--- src/rtl/dct_zigzag_quant_pkg.sv ---
// Shared types and constants for the 4x4 zigzag reorder / power-of-two quantizer.
package dct_zz_pkg;

  typedef enum logic [1:0] {
    IDLE   = 2'd0,
    LOAD   = 2'd1,
    HOLD   = 2'd2,
    OUTPUT = 2'd3
  } state_t;

  typedef logic signed [9:0] coef_in_t;
  typedef logic signed [9:0] coef_out_t;

  localparam logic [3:0] ZZ [0:15] = '{
    4'd0, 4'd1, 4'd4, 4'd8, 4'd5, 4'd2, 4'd3, 4'd6,
    4'd9, 4'd12, 4'd13, 4'd10, 4'd7, 4'd11, 4'd14, 4'd15
  };

  // Indexed by row+col of the raster position.
  localparam logic [1:0] QSHIFT [0:6] = '{
    2'd0, 2'd1, 2'd1, 2'd2, 2'd2, 2'd3, 2'd3
  };

  function automatic logic [1:0] qshift_of(input logic [3:0] idx);
    logic [2:0] sum;
    sum = {1'b0, idx[3:2]} + {1'b0, idx[1:0]};
    return QSHIFT[sum];
  endfunction

endpackage

--- src/rtl/dct_zigzag_quant_if.sv ---
// Coefficient stream into and out of the zigzag/quantizer stage.
interface dct_zigzag_quant_if;
  import dct_zz_pkg::*;

  logic      in_valid;
  coef_in_t  in_data;
  logic      out_valid;
  coef_out_t out_data;
  logic      out_last;

  modport master (
    output in_valid, in_data,
    input  out_valid, out_data, out_last
  );

  modport slave (
    input  in_valid, in_data,
    output out_valid, out_data, out_last
  );

endinterface

--- src/rtl/dct_zigzag_quant_round_shift.sv ---
// Signed arithmetic right shift by 0..3 with round-to-nearest, ties away from zero.
module zz_round_shift
  import dct_zz_pkg::*;
(
  input  coef_in_t   i_x,
  input  logic [1:0] i_s,
  output coef_out_t  o_q
);

  // Magnitude is taken in 11 bits so that -512 survives negation.
  function automatic coef_out_t round_shift(input coef_in_t x, input logic [1:0] s);
    logic signed [10:0] xe;
    logic [10:0]        mag;
    logic [10:0]        half;
    logic [10:0]        rnd;
    logic [10:0]        res;
    xe   = {x[9], x};
    mag  = xe[10] ? 11'(-xe) : 11'(xe);
    half = 11'd0;
    if (s != 2'd0)
      half = 11'd1 << (s - 2'd1);
    rnd  = (mag + half) >> s;
    res  = xe[10] ? 11'(-rnd) : rnd;
    return coef_out_t'(res[9:0]);
  endfunction

  assign o_q = round_shift(i_x, i_s);

endmodule

--- src/rtl/dct_zigzag_quant.sv ---
// Collects a raster 4x4 coefficient block and emits it quantized in zigzag order.
// Define DCT_ZZ_QUANT_EN to enable the quantizer; otherwise the block is a pure reorder.
module dct_zigzag_quant
  import dct_zz_pkg::*;
(
  input  logic               clk,
  input  logic               rst,
  dct_zigzag_quant_if.slave  bus
);

  state_t     r_state;
  state_t     w_state_nxt;
  logic [3:0] r_in_cnt;
  logic [3:0] w_in_cnt_nxt;
  logic [3:0] r_out_cnt;
  logic [3:0] w_out_cnt_nxt;
  logic       w_buf_we;

  coef_in_t   r_buf [0:15];

  logic       w_vld_p0;
  logic       w_last_p0;
  logic [3:0] w_idx_p0;
  coef_in_t   w_x_p0;
  logic [1:0] w_shift_p0;
  coef_out_t  w_q_p0;

  logic       r_vld_p1;
  logic       r_last_p1;
  coef_out_t  r_data_p1;

  always_ff @(posedge clk) begin
    if (rst) begin
      r_state   <= IDLE;
      r_in_cnt  <= 4'd0;
      r_out_cnt <= 4'd0;
    end else begin
      r_state   <= w_state_nxt;
      r_in_cnt  <= w_in_cnt_nxt;
      r_out_cnt <= w_out_cnt_nxt;
    end
  end

  // A gap in in_valid during LOAD drops the partial block.
  always_comb begin
    w_state_nxt   = r_state;
    w_in_cnt_nxt  = r_in_cnt;
    w_out_cnt_nxt = r_out_cnt;
    w_buf_we      = 1'b0;
    case (r_state)
      IDLE: begin
        if (bus.in_valid) begin
          w_buf_we     = 1'b1;
          w_in_cnt_nxt = 4'd1;
          w_state_nxt  = LOAD;
        end
      end
      LOAD: begin
        if (bus.in_valid) begin
          w_buf_we = 1'b1;
          if (r_in_cnt == 4'd15) begin
            w_in_cnt_nxt = 4'd0;
            w_state_nxt  = HOLD;
          end else begin
            w_in_cnt_nxt = r_in_cnt + 4'd1;
          end
        end else begin
          w_in_cnt_nxt = 4'd0;
          w_state_nxt  = IDLE;
        end
      end
      HOLD: begin
        w_out_cnt_nxt = 4'd0;
        w_state_nxt   = OUTPUT;
      end
      OUTPUT: begin
        if (r_out_cnt == 4'd15) begin
          w_out_cnt_nxt = 4'd0;
          w_state_nxt   = IDLE;
        end else begin
          w_out_cnt_nxt = r_out_cnt + 4'd1;
        end
      end
      default: begin
        w_state_nxt = IDLE;
      end
    endcase
  end

  always_ff @(posedge clk) begin
    if (rst) begin
      for (int i = 0; i < 16; i++)
        r_buf[i] <= '0;
    end else if (w_buf_we) begin
      r_buf[r_in_cnt] <= bus.in_data;
    end
  end

  // p0: zigzag read and quantize, combinational from state/counter
  assign w_vld_p0  = (r_state == OUTPUT);
  assign w_last_p0 = w_vld_p0 && (r_out_cnt == 4'd15);
  assign w_idx_p0  = ZZ[r_out_cnt];
  assign w_x_p0    = r_buf[w_idx_p0];

`ifdef DCT_ZZ_QUANT_EN
  assign w_shift_p0 = qshift_of(w_idx_p0);
`else
  assign w_shift_p0 = 2'd0;
`endif

  zz_round_shift u_round_shift (
    .i_x (w_x_p0),
    .i_s (w_shift_p0),
    .o_q (w_q_p0)
  );

  // p1: registered outputs
  always_ff @(posedge clk) begin
    if (rst) begin
      r_vld_p1  <= 1'b0;
      r_last_p1 <= 1'b0;
      r_data_p1 <= '0;
    end else begin
      r_vld_p1  <= w_vld_p0;
      r_last_p1 <= w_last_p0;
      r_data_p1 <= w_vld_p0 ? w_q_p0 : '0;
    end
  end

  assign bus.out_valid = r_vld_p1;
  assign bus.out_last  = r_last_p1;
  assign bus.out_data  = r_data_p1;

endmodule

--- src/flat_wrapper.sv ---
// flat-port wrapper written by rule: the top's interface ports become plain ports
module dct_zigzag_quant_flat import dct_zz_pkg::*;
  (clk, rst, bus_in_valid, bus_in_data, bus_out_valid, bus_out_data, bus_out_last);
  dct_zigzag_quant_if bus_i ();
  input  logic clk;
  input  logic rst;
  input wire logic [$bits(bus_i.in_valid)-1:0] bus_in_valid;
  input wire logic [$bits(bus_i.in_data)-1:0] bus_in_data;
  output wire logic [$bits(bus_i.out_valid)-1:0] bus_out_valid;
  output wire logic [$bits(bus_i.out_data)-1:0] bus_out_data;
  output wire logic [$bits(bus_i.out_last)-1:0] bus_out_last;
  assign bus_i.in_valid = bus_in_valid;
  assign bus_i.in_data = bus_in_data;
  assign bus_out_valid = bus_i.out_valid;
  assign bus_out_data = bus_i.out_data;
  assign bus_out_last = bus_i.out_last;
  dct_zigzag_quant u_core (.clk(clk), .rst(rst), .bus(bus_i));
endmodule
--- config.mk ---
export PLATFORM = sky130hd
export DESIGN_NAME = dct_zigzag_quant_flat
export DESIGN_NICKNAME = d
export VERILOG_FILES = /design/src/rtl/dct_zigzag_quant_pkg.sv /design/src/rtl/dct_zigzag_quant_if.sv /design/src/rtl/dct_zigzag_quant_round_shift.sv /design/src/rtl/dct_zigzag_quant.sv /design/src/flat_wrapper.sv
export SDC_FILE = /design/constraint.sdc
export NUM_CORES = 1
export LEC_CHECK = 0
export BUFFER_PORTS_ARGS = -buffer_cell sky130_fd_sc_hd__buf_2
export CAP_MARGIN = 20
export CORE_UTILIZATION = 43
export DETAILED_ROUTE_END_ITERATION = 6
export HOLD_SLACK_MARGIN = 0.03
export PLACE_DENSITY = 0.59
export SYNTH_ARGS = -nofsm -noshare
export SYNTH_HDL_FRONTEND = slang
export SYNTH_SLANG_ARGS = --single-unit
--- constraint.sdc ---
create_clock -name clk -period 4.6 [get_ports clk]
set_clock_uncertainty 0.05 [all_clocks]
set_input_delay 0.46 -clock clk [delete_from_list [all_inputs] [get_ports clk]]
set_output_delay 0.46 -clock clk [all_outputs]
set_load 0.02 [all_outputs]
Word level (Yosys, flattened, before mapping)

Memory sizes are Yosys's and may differ from the RTL's.
Cells that the tools add are included.
Widths: inputs -> output; s select.

ROM bits: 64
Flip-flop bits (word level): 22
Bits in writable memories: 160
Output and inout port bits: 12
Bits of input ports: 13
Memories kept: 2
Logic and storage cells: 57

Memory list:

| memory          | depth | width | rd ports | clocked after Yosys merged registers in | write ports | RTL line                | text |
|---|---|---|---|---|---|---|---|
| u_core.r_buf    | 16    | 10    | 1        | 0                                       | 16          | dct_zigzag_quant.sv:19  | `coef_in_t r_buf [0:15];` |
| (no name shown) | 16    | 4     | 1        | 0                                       | 0           | dct_zigzag_quant.sv:102 | `assign w_idx_p0 = ZZ[r_out_cnt];` |

Magnitude comparators: 1
Multiplexer cells: 25
Equality and inequality tests: 8
Add/sub/neg operators: 4
Bitwise logic cells: 2
Reductions and logical operators: 9

Operators by type and width:

| operator            | number |
|---|---|
| $mux 10             | 3 |
| $mux 4              | 7 |
| $neg 10->10         | 2 |
| $pmux 4 s2          | 2 |
| $reduce_or 10->1    | 1 |
| $add 4x1->4 const B | 2 |
| $eq 4x4->1 const B  | 2 |
| $mux 1              | 8 |
| $mux 2              | 4 |
| $pmux 2 s4          | 1 |
| $ge 5x5->1 const B  | 1 |
| $not 4->5           | 1 |
| $eq 2x2->1 const B  | 2 |
| $ne 2x2->1 const B  | 2 |
| $reduce_bool 2->1   | 2 |
| $reduce_or 2->1     | 2 |
| $ne 3x2->1 const B  | 1 |
| $reduce_and 3->1    | 1 |
| $eq 2x1->1 const B  | 1 |
| $logic_not 2->1     | 1 |
| $reduce_and 2->1    | 1 |
| $logic_and 1x1->1   | 1 |
| $not 1->1           | 1 |

Logic depth before layout (Yosys ltp)

An unclocked memory read counts as a cell.

Depth in word-level cells: 9
Depth in mapped cells: 20
Depth with buffers taken out: 18

Hierarchy

Synthesis repeated with hierarchy kept, for this count alone.

Cells, all modules: 873
Area, all modules: 9,865.7 um2

By module, submodules not included:

| module           | seq. area each (um2) | times used | area an instance (um2) | cells each |
|---|---|---|---|---|
| dct_zigzag_quant | 5,245.0              | 1          | 8,831.0                | 725 |
| zz_round_shift   | 0.0                  | 1          | 1,034.7                | 148 |

Worst setup path before layout

Ideal clock, no wire load.

Path kind: register -> register
Start point: register u_core.r_out_cnt[0]
End point: register u_core.r_data_p1[9] (netlist: u_core.bus.out_data[9])
Cell stages (with the launch flop): 20
Required time: 4.419 ns
Arrival: 4.090 ns
Library setup time: 0.131 ns
Setup slack: 0.329 ns
Buffers on the path: 2
Cell sequence: dfxtp_1 -> inv_1 -> ha_1 -> buf_2 -> or3b_4 -> buf_6 -> and3_1 -> a2111oi_2 -> a311o_1 -> nand3_1 -> and2_1 -> inv_2 -> ha_1 -> or2_2 -> a221oi_1 -> a311oi_1 -> a21oi_4 -> nand4b_4 -> nor4_1 -> nor4_2

Longest elaborated chain between the ends: 9

Ends and longest elaborated chain:

| element                                     | RTL line                           | text |
|---|---|---|
| from (decl)                                 | dct_zigzag_quant.sv:15             | `logic [3:0] r_out_cnt;` |
| from (signal assigned)                      | dct_zigzag_quant.sv:40             | `r_out_cnt <= w_out_cnt_nxt;` |
| $not 4->5 (implied by the code) *           | dct_zigzag_quant.sv:102            |  |
| $mem_v2 16x4 *                              | n/a                                |  |
| $mux 4 (implied by the code) * (2 in a row) | dct_zigzag_quant.sv:102            |  |
| $mem_v2 16x10 *                             | n/a                                |  |
| $neg 10->10                                 | dct_zigzag_quant_round_shift.sv:18 | `mag = xe[10] ? 11'(-xe) : 11'(xe);` |
| $mux 10                                     | dct_zigzag_quant_round_shift.sv:18 |  |
| $neg 10->10                                 | dct_zigzag_quant_round_shift.sv:23 | `res = xe[10] ? 11'(-rnd) : rnd;` |
| $mux 10 *                                   | dct_zigzag_quant_round_shift.sv:23 |  |
| to (signal assigned)                        | dct_zigzag_quant.sv:126            | `r_data_p1 <= w_vld_p0 ? w_q_p0 : '0;` |
| to (decl)                                   | dct_zigzag_quant.sv:30             | `coef_out_t r_data_p1;` |

Every way passes the cells marked *; elsewhere a longest branch is shown, timed or not. The select of a mux whose other input is x is not followed.
A chain may end at the register's enable or synchronous reset.

Final worst setup path

Ends and elaborated chain as after synthesis.

==> flow_summary_export.csv <==
group,metric,value,unit
setup_path,crit_fanout,8,
floorplanning,rows,54,
placement,place.gp.congestion,0.901,
detailed_routing,num_vias,6667,
setup_path,worstPathRequired,4.90,ns
pwr,clkPwrFrac,0.429,
finish,num_antenna_cells,0,
placement,port_buffers,24,
cts,clk_latency,0.44,ns
setup_path,arrival,4.72,ns
floorplanning,die_x,152,microns
synth,synth_compound_area_frac,0.104,
synth,syn_area_per_cell,11.0,sq um
grt,first_global_vias,6535,
floorplanning,die_area,23000,sq um
setup_path,setup.worst_path.start,"u_core.r_out_cnt[0]$_SDFFE_PP0P_",
finish,fill_cells,2007,
finish,fin_area,10800,sq um
pwr,ir_worst_vdd,246,uV
synth,synth.distinct_cells,80,
hold_path,hp-class,"in2reg",
cts,cts_hold_buf,0,
synth,netlist_instances,875,
setup_path,ff2ff_path_depth,18,
synth,synth_top_family_by_area,"simple AND/OR/NAND/NOR gates",
synth,synth_xor_area_frac,0.0100,
synth,synthSimpleGateAreaFrac,0.248,
sta,setup_viol,0,
placement,place_area,10100,sq um
hold_path,hold_path_end,"u_core.r_in_cnt[3]$_SDFFE_PP0P_",
setup_path,crit_type,"reg2reg",
synth,ys.flop_type,"edfxtp_1",
synth,yosysMostFrequentCell,"and2_1",
cts,clkTransAtPathRegs,0.07,ns
pwr,share_comb_of_total_power,0.063,
cts,numCtsBuffers,17,
cts,cts-root-buf,"clkbuf_16",
synth,synth_area_leader_cell,"edfxtp_1",
sta,relSlewSlack,0.377,
cts,h-tree-depth,4,
sta,period_share,0.961,
synth,synthAdderAreaFrac,0.0182,
setup_path,rr_startpoint,"u_core.r_out_cnt[0]$_SDFFE_PP0P_",
detailed_routing,first_pass_iters,5,
grt,grt_antenna_before_repair,0,
pwr,intPower,2840,uW
floorplanning,core_area,21900,sq um
sta,setup_tns,0,ns
grt,grt_pass1_wl,39700,microns
pwr,leakage,0.00400,uW
detailed_routing,ant_nets,0,
hold_path,hold_start,"bus_in_valid",
synth,yosys.area.top_type_share,0.499,
floorplanning,start_util,0.440,
sta,holdWs,0.302,ns
cts,cts_tree,"built",
hold_path,min_path_cells,3,
synth,netlist_top_cells_count,"166 x and2_1, 160 x edfxtp_1, 100 x nand2_1",
pwr,seqPwrFrac,0.507,
setup_path,reg2reg_slack,0.18,ns
sta,max_freq,226,MHz
finish,multiInputGateArea,4080,sq um
flow_run,max-cap-violations,0,
finish,area_delta_synth_final,11.7,%
sta,worst_slew_pin_slew,0.930,ns
sta,slew_violations,0,
synth,synth_area,9630,sq um
floorplanning,die_y,152,microns
run_status,status,"completed",
finish,layout.nets,920,
detailed_routing,drtIter0Drc,567,
synth,synth-edff-count,160,
cts,cts.sinks,182,
synth,ys_ff_latch,182,
grt,grt_max_degree,29,
detailed_routing,routed_wirelength,25700,microns
synth,async_flop_share,0,
pwr,switching_share,0.229,
finish,register_area,5250,sq um
setup_path,r2r_end,"u_core.bus.out_data[9]$_SDFF_PP0_",
sta,hold_viol_final,0,
grt,grt_usage,0.239,
floorplanning,io_pins,25,
sta,min_period,4.42,ns
synth,syn_nets,902,
sta,rsz0062_at_grt,"true",
setup_path,crit_path_end_kind,"register",
detailed_routing,via_per_inst,5.63,
cts,cts_max_path_buffers,2,
setup_path,start_kind,"register",
finish,layout-drive-gt1-share,0.162,
detailed_routing,wire_per_inst,21.7,microns
grt,grt_remaining_overflow,0,
pwr,p_switching,844,uW
synth,synthTopCellsByArea,"edfxtp_1 50%, and2_1 11%, dfxtp_1 4.6%",
synth,yosysSeqAreaShare,0.545,
pwr,power_density,343,nW/um^2
placement,dp_hpwl,17800,microns
synth,synth.mux.area_fraction,0.0381,
detailed_routing,drc,0,
synth,synth-warning-count,0,
==> state kept, by name (all words and copies together), names as in the netlist, named ones only <==
signal                count
u_core.r_in_cnt           4
u_core.bus.out_last       1
u_core.r_out_cnt          4
u_core.bus.out_data      10
u_core.r_state            1
u_core.r_buf            160
u_core.bus.out_valid      1
==> what timing repair did <==
item / CTS / global route
pin swaps: 0 / 0
cloned: 0 / 0
setup endpoints to repair: 1 / 5
gates resized for setup: 1 / 11
buffers inserted: 0 / 0
==> through the flow <==
| step | instances | total power [uW] | utilization | setup WS (ns) |
|---|---|---|---|---|
| 6_report | 1185 | 3680 | 0.491 | 0.177 |
| 3_5_place_dp | 1154 | 2140 | 0.460 | 0.0171 |
| 4_1_cts | 1185 | 3700 | 0.489 | 0.0300 |
| 2_1_floorplan | 875 | 2050 | - | 0.329 |
| 5_1_grt | 1185 | 3790 | 0.491 | -0.0611 |
| 3_3_place_gp | 1154 | 2140 | 0.460 | 0.0788 |
==> routing by layer <==
layer  vias to the layer above  share of wire  global-route usage
met5                         -              0                   0
met4                         0          0.029              0.0881
met3                        47          0.065              0.0413
met2                       256           0.47               0.379
met1                      3195           0.44               0.326
li1                       3169              -                   -
==> cell usage in the layout, fill, tap and decap left out, drive strengths merged, types with 5 or more instances in the layout <==
master	netlist	layout
a211oi	17	17
a311oi	11	11
a31oi	7	7
nand3	30	30
and2	166	166
ha	14	14
dfxtp	22	22
o22ai	5	5
a21oi	21	21
mux2	5	5
clkinv	0	6
nor2b	8	8
nand2	102	102
a311o	5	5
inv	11	15
clkbuf	38	17
and3	25	25
nor3	14	14
mux2i	23	23
or2	20	20
nand4	7	7
a2111oi	10	10
nor2	44	44
nand2b	7	7
o21ai	13	13
edfxtp	160	160
buf	26	63
xnor2	7	7
==> critical path: stages (launching register included) <==
cell and delay, ns:
dfxtp_1 0.31, buf_4 0.16, inv_1 0.16, ha_1 0.22, mux2i_4 0.12, nor2b_1 0.64, buf_4 0.29, a2111oi_0 0.07
o21a_1 0.25, nor4_4 0.25, inv_1 0.07, ha_1 0.31, or2_2 0.30, a221oi_2 0.19, a311oi_1 0.13, a21oi_4 0.21
nand4b_4 0.15, o31a_1 0.31, nor4_2 0.14
==> power groups by stage <==
stage / combinational (uW) / clock, uW / sequential (uW)
2_1_floorplan: 161 / 0 / 1890
3_3_place_gp: 232 / 0 / 1900
3_5_place_dp: 233 / 0 / 1900
4_1_cts: 233 / 1600 / 1870
5_1_grt: 258 / 1660 / 1870
6_report: 234 / 1580 / 1870
==> cell type report <==
cell class                 count  area share
clock buffer                  17      0.0396
clock inverter                14      0.0186
inverter                      11     0.00384
multi-input combinational    618       0.379
sequential                   182       0.488
tap                          280      0.0326
timing repair buffer          63      0.0384
==> worst max path at each step <==
stage | to | depth (start not counted)
final | u_core.bus.out_data[9]$_SDFF_PP0_ | 18
after floorplan | u_core.bus.out_data[9]$_SDFF_PP0_ | 19
after global routing | u_core.bus.out_data[9]$_SDFF_PP0_ | 18
after global placement | u_core.bus.out_data[9]$_SDFF_PP0_ | 15
after detailed placement | u_core.bus.out_data[9]$_SDFF_PP0_ | 15
after CTS | u_core.bus.out_data[9]$_SDFF_PP0_ | 17
==> kinds of logic (layout without fill, tap and decap cells) <==
logic type / after synthesis / count (layout)
AND/OR/NAND/NOR: 433 / 433
XOR/XNOR: 11 / 11
AO/OA/AOI/OAI: 129 / 129
buffers and inverters: 75 / 105
flip-flops: 182 / 182
multiplexers: 31 / 31
adder cells (fa/ha/maj): 14 / 14
Note: power is estimated with default switching activity, not from simulation.
